===== src/rtl/db_ram_1p_arb.sv =====
// db_ram_1p_arb: two-requester arbiter/sequencer for one single-port deblocking SRAM
//   clk, rstn                          clock, async active-low reset
//   a_req_i/a_wen_i/a_addr_i/a_data_i  filter write-back / reread request (wen: 0 write, 1 read)
//   a_gnt_o, a_rvld_o                  A access issued this cycle, A read data on rdata_o
//   b_req_i/b_wen_i/b_addr_i/b_data_i  output fetch request
//   b_gnt_o, b_rvld_o                  B access issued this cycle, B read data on rdata_o
//   rdata_o                            shared read return, straight from the RAM
//   ram_cen_o/ram_oen_o/ram_wen_o      active-low RAM controls
//   ram_addr_o, ram_data_o, ram_data_i RAM address, write data, read data (1-cycle latency)
module db_ram_1p_arb #(
  parameter int WORD_WIDTH = 128,
  parameter int ADDR_WIDTH = 8,
  parameter int STARVE_MAX = 4
) (
  input  logic                  clk,
  input  logic                  rstn,
  input  logic                  a_req_i,
  input  logic                  a_wen_i,
  input  logic [ADDR_WIDTH-1:0] a_addr_i,
  input  logic [WORD_WIDTH-1:0] a_data_i,
  output logic                  a_gnt_o,
  output logic                  a_rvld_o,
  input  logic                  b_req_i,
  input  logic                  b_wen_i,
  input  logic [ADDR_WIDTH-1:0] b_addr_i,
  input  logic [WORD_WIDTH-1:0] b_data_i,
  output logic                  b_gnt_o,
  output logic                  b_rvld_o,
  output logic [WORD_WIDTH-1:0] rdata_o,
  output logic                  ram_cen_o,
  output logic                  ram_oen_o,
  output logic                  ram_wen_o,
  output logic [ADDR_WIDTH-1:0] ram_addr_o,
  output logic [WORD_WIDTH-1:0] ram_data_o,
  input  logic [WORD_WIDTH-1:0] ram_data_i
);
  localparam logic [3:0] SMAX = 4'(STARVE_MAX);
  logic [3:0] starve_cnt_q, starve_cnt_d;
  logic       a_rvld_q, a_rvld_d, b_rvld_q, b_rvld_d, ram_oen_q, ram_oen_d;
  logic       b_starved;
  always_comb begin
    b_starved    = starve_cnt_q >= SMAX;
    // grants are gated by rstn so no access can reach the RAM while in reset
    a_gnt_o      = rstn & a_req_i & (~b_req_i | ~b_starved);
    b_gnt_o      = rstn & b_req_i & ~a_gnt_o;
    starve_cnt_d = (b_req_i & ~b_gnt_o) ? (b_starved ? SMAX : starve_cnt_q + 4'd1) : 4'd0;
    a_rvld_d     = a_gnt_o & a_wen_i;
    b_rvld_d     = b_gnt_o & b_wen_i;
    ram_oen_d    = ~(a_rvld_d | b_rvld_d);
    ram_cen_o    = ~(a_gnt_o | b_gnt_o);
    ram_wen_o    = b_gnt_o ? b_wen_i : a_gnt_o ? a_wen_i : 1'b1;
    ram_addr_o   = b_gnt_o ? b_addr_i : a_addr_i;
    ram_data_o   = b_gnt_o ? b_data_i : a_data_i;
  end
  always_ff @(posedge clk or negedge rstn) begin
    if (!rstn) begin
      starve_cnt_q <= 4'd0;
      a_rvld_q     <= 1'b0;
      b_rvld_q     <= 1'b0;
      ram_oen_q    <= 1'b1;
    end else begin
      starve_cnt_q <= starve_cnt_d;
      a_rvld_q     <= a_rvld_d;
      b_rvld_q     <= b_rvld_d;
      ram_oen_q    <= ram_oen_d;
    end
  end
  assign a_rvld_o  = a_rvld_q;
  assign b_rvld_o  = b_rvld_q;
  assign ram_oen_o = ram_oen_q;
  assign rdata_o   = ram_data_i;
endmodule

===== config.mk =====
export PLATFORM = sky130hd
export DESIGN_NAME = db_ram_1p_arb
export DESIGN_NICKNAME = d
export VERILOG_FILES = /design/src/rtl/db_ram_1p_arb.sv
export SDC_FILE = /design/constraint.sdc
export NUM_CORES = 1
export LEC_CHECK = 0
export CAP_MARGIN = 20
export CORE_AREA = 4 4 261 263
export DETAILED_ROUTE_END_ITERATION = 12
export DIE_AREA = 0 0 265 267
export PLACE_DENSITY = 0.34
export SLEW_MARGIN = 20
export SYNTH_ARGS = -nofsm -noshare
export SYNTH_HDL_FRONTEND = slang
export SYNTH_SLANG_ARGS = --single-unit

===== constraint.sdc =====
create_clock -name clk -period 2.66 [get_ports clk]
set_clock_uncertainty 0.2 [all_clocks]
set_input_delay 0.399 -clock clk [delete_from_list [all_inputs] [get_ports clk]]
set_output_delay 0.399 -clock clk [all_outputs]
set_load 0.01 [all_outputs]

==> results.tsv <==
stage	metric	value	unit
detailed_routing	drt_wl_total	26.84	mm
detailed_routing	drc	0	
synth	synth_most_common_cell	buf_4	
job	drv_cap	0	
placed_design	dp_hpwl	22.05	mm
pwr	p_per_area	217.1	nW/µm²
floorplan	io_pins	677	
worst_setup_path	startpoint_type	flip-flop	
synth	yosysTopAreaCellShare	44.89	%
global_routing	grt_usage	6.758	%
final_layout	seqCellArea	176.4	µm²
detailed_routing	ant_nets	0	
worst_setup_path	end_kind	output pin	
final_layout	drive_gt1_share	52.58	%
synth	yosys_warnings	0	
worst_setup_path	cp_max_fo	5	
cts	clk_latency	0.23	ns
synth	synth_nets	718	
worst_setup_path	crit_slowest_cell	or3b_4	
global_routing	grt_pass1_wl	33.86	mm
cts	clockBufferDepth	2	
final_layout	multi_input_area	2072	µm²
synth	syn_avg_cell_area	10.75	µm²
detailed_routing	drt_iter0_markers	74	
outcome	violations	setup timing	
worst_setup_path	cp_common_cell	buf_16	
placed_design	port_buffers	420	
timing	post-route-min-period	2.864	ns
worst_setup_path	crit_family	buffers and inverters	
floorplan	die_w	265	µm
synth	seq_area_frac_synth	5.275	%
floorplan	start_util	5.096	%
pwr	ir_worst_vdd	0.0001421	V
final_layout	fill_cells	7419	
cts	clock-sinks	7	
timing	rsz0062_at_grt	true	
synth	synthArstFlopShare	100.0	%
detailed_routing	firstDrtPassIters	4	
floorplan	die_y	267	µm
synth	synth_common_cells	buf_4 (128), mux2_4 (100), mux2_2 (36), buf_6 (13), dfrtp_1 (6)	
worst_setup_path	arrival	2.27	ns
hold_path	min-delay-path-class	input pin to asynchronous set/reset pin	
timing	setup_viol	104	
global_routing	grt_pass1_vias	4209	
global_routing	grt_max_degree	13	
worst_setup_path	max_stage_delay	0.41	ns
worst_setup_path	critPathBufInv	5	
detailed_routing	routedWlPerCell	17.61	µm
synth	ys.flop_type	dfrtp_1	
pwr	power.leakage	3.504	nW
floorplan	rows	94	
cts	cts.htree.levels	1	
global_routing	overflow	0	
timing	hold_violations	0	
floorplan	coreArea	65630	µm²
synth	synthTopCellsByArea	mux2_4 (45%), buf_4 (29%), mux2_2 (12%), dfrtp_1 (4.5%), buf_6 (4.4%)	
cts	clk_pin_slew	0.04	ns
final_layout	final_nets	1068	
timing	final_max_slew_viol_count	0	
floorplan	die-area	70760	µm²
final_layout	area_growth	160.9	%
synth	yosysTopAreaCell	mux2_4	
cts	root_buffer	clkbuf_16	
placed_design	pre_cts_ws	-0.7548	ns
timing	hold-worst-slack	0.1340	ns
detailed_routing	avgViaCountPerCell	2.508	
global_routing	antenna_found_initial	3	
detailed_routing	via_count	3822	
synth	synth.distinct_cells	21	
placed_design	gp_congestion	0.8051	
synth	synth_seq_cells	7	
synth	netlist_area	3344	µm²
worst_setup_path	crit_chain	or3b_4 -> and3_4 -> buf_16 -> buf_12 -> buf_16 -> buf_8 -> mux2_4 -> buf_6	
timing	max_freq	349.1	MHz
synth	synth_edf_count	0	
cts	cts_buffers	3	
outcome	outcome	complete, but fails checks	
cts	cts_tree	done	
final_layout	n_antenna_cell	0	
timing	fin_crit_sh	107.7	%
synth	synthesis.instances	311	
worst_setup_path	worstPathRequired	2.06	ns
timing	setup_ws	-0.2045	ns
worst_setup_path	crit_type	flip-flop to output pin	
==> worst reg2reg max path, cell delays in order, from the launching register on <==
cell and delay (ns):
dfrtp_1 0.38, or3b_4 0.41, buf_4 0.14, buf_6 0.10, and3_4 0.20, buf_12 0.16
buf_6 0.12, buf_4 0.12, nor2_1 0.11
==> power breakdown <==
| group | total [mW] | switching (mW) | internal [mW] |
|---|---|---|---|
| logic | 1.52 | 0.496 | 1.03 |
| clock network | 0.256 | 0.0566 | 0.199 |
| registers | 0.115 | 0.00229 | 0.113 |
| total | 1.89 | 0.555 | 1.34 |
==> routing by layer <==
layer  share of wire [%]  vias up  track usage, %
met5                0.15        -          0.2027
li1                    -     1639               -
met2                  47      460           11.89
met1                  37     1703           7.298
met4                0.32        6          0.2998
met3                  15       14           4.148
==> metrics by stage <==
step           utilization, %  instance area (µm²)  instances  TNS [ns]  power (mW)
3_5_place_dp            11.74                 7702       1468    -81.64       1.461
6_report                13.30                 8726       1524    -9.550       1.894
3_3_place_gp            11.74                 7702       1468    -82.57       1.470
4_1_cts                 13.01                 8537       1520    -11.02       1.882
5_1_grt                 13.30                 8726       1524    -16.50       2.000
2_1_floorplan               -                 3344        311         0      0.7577
==> cell usage in the layout (no fill, tap or decap), drive strengths merged <==
| master | Yosys | final |
|---|---|---|
| and3 | 4 | 5 |
| mux2 | 136 | 136 |
| o21ai | 3 | 3 |
| buf | 144 | 193 |
| clkdlybuf4s15 | 0 | 2 |
| nor2 | 4 | 4 |
| a32o | 1 | 1 |
| and2 | 2 | 2 |
| dfrtp | 6 | 6 |
| nor2b | 1 | 1 |
| inv | 2 | 2 |
| clkbuf | 0 | 14 |
| ha | 1 | 1 |
| nand2 | 1 | 1 |
| dlygate4sd2 | 0 | 3 |
| o31ai | 1 | 1 |
| dfstp | 1 | 1 |
| bufbuf | 0 | 1 |
| clkdlybuf4s50 | 0 | 279 |
| nand3 | 1 | 1 |
| or3b | 1 | 1 |
| nand2b | 1 | 1 |
| conb | 1 | 1 |
==> state kept, by name (all words and copies together), names as in the netlist <==
signal / flops
a_rvld_o: 1
b_rvld_o: 1
ram_oen_o: 1
starve_cnt_q: 4
==> path summary, 6_finish.rpt <==
| kind | start | depth (start not counted) | slack (ns) | to |
|---|---|---|---|---|
| worst max-delay path | starve_cnt_q[3]$_DFF_PN0_ | 8 | -0.20 | ram_data_o[73] |
| min in group clk | starve_cnt_q[0]$_DFF_PN0_ | 1 | 0.24 | starve_cnt_q[0]$_DFF_PN0_ |
| worst min-delay path | rstn | 2 | 0.13 | a_rvld_o$_DFF_PN0_ |
| worst max register to register | starve_cnt_q[3]$_DFF_PN0_ | 8 | 0.63 | starve_cnt_q[2]$_DFF_PN0_ |
| max in group asynchronous | rstn | 2 | 1.91 | ram_oen_o$_DFF_PN1_ |
| worst min register to register | starve_cnt_q[0]$_DFF_PN0_ | 1 | 0.24 | starve_cnt_q[0]$_DFF_PN0_ |
==> kinds of logic after synthesis <==
kind of cell | Yosys count | share of synthesized area (%)
adders and majority gates | 1 | 0.3741
buffers and inverters | 146 | 33.78
DFF | 7 | 5.275
AOI/OAI and AO/OA | 5 | 0.9727
and+or+nand+nor | 15 | 2.469
muxes | 136 | 57.01
other | 1 | 0.1121
==> area by class of cell <==
cell class	count	area share [%]
clock buffer	4	0.9034
tap	864	12.39
multi-input combinational	159	23.75
inverter	2	0.08603
timing repair buffer	488	60.85
sequential	7	2.022
==> timing repair <==
item,CTS,global route
setup buffers,37,12
resized for setup,590,121
setup endpoints to repair,138,130
hold buffers,0,0
cloned,11,1
hold endpoints to repair,0,0
pin swaps,2,1
(Power assumes the default switching activity.)
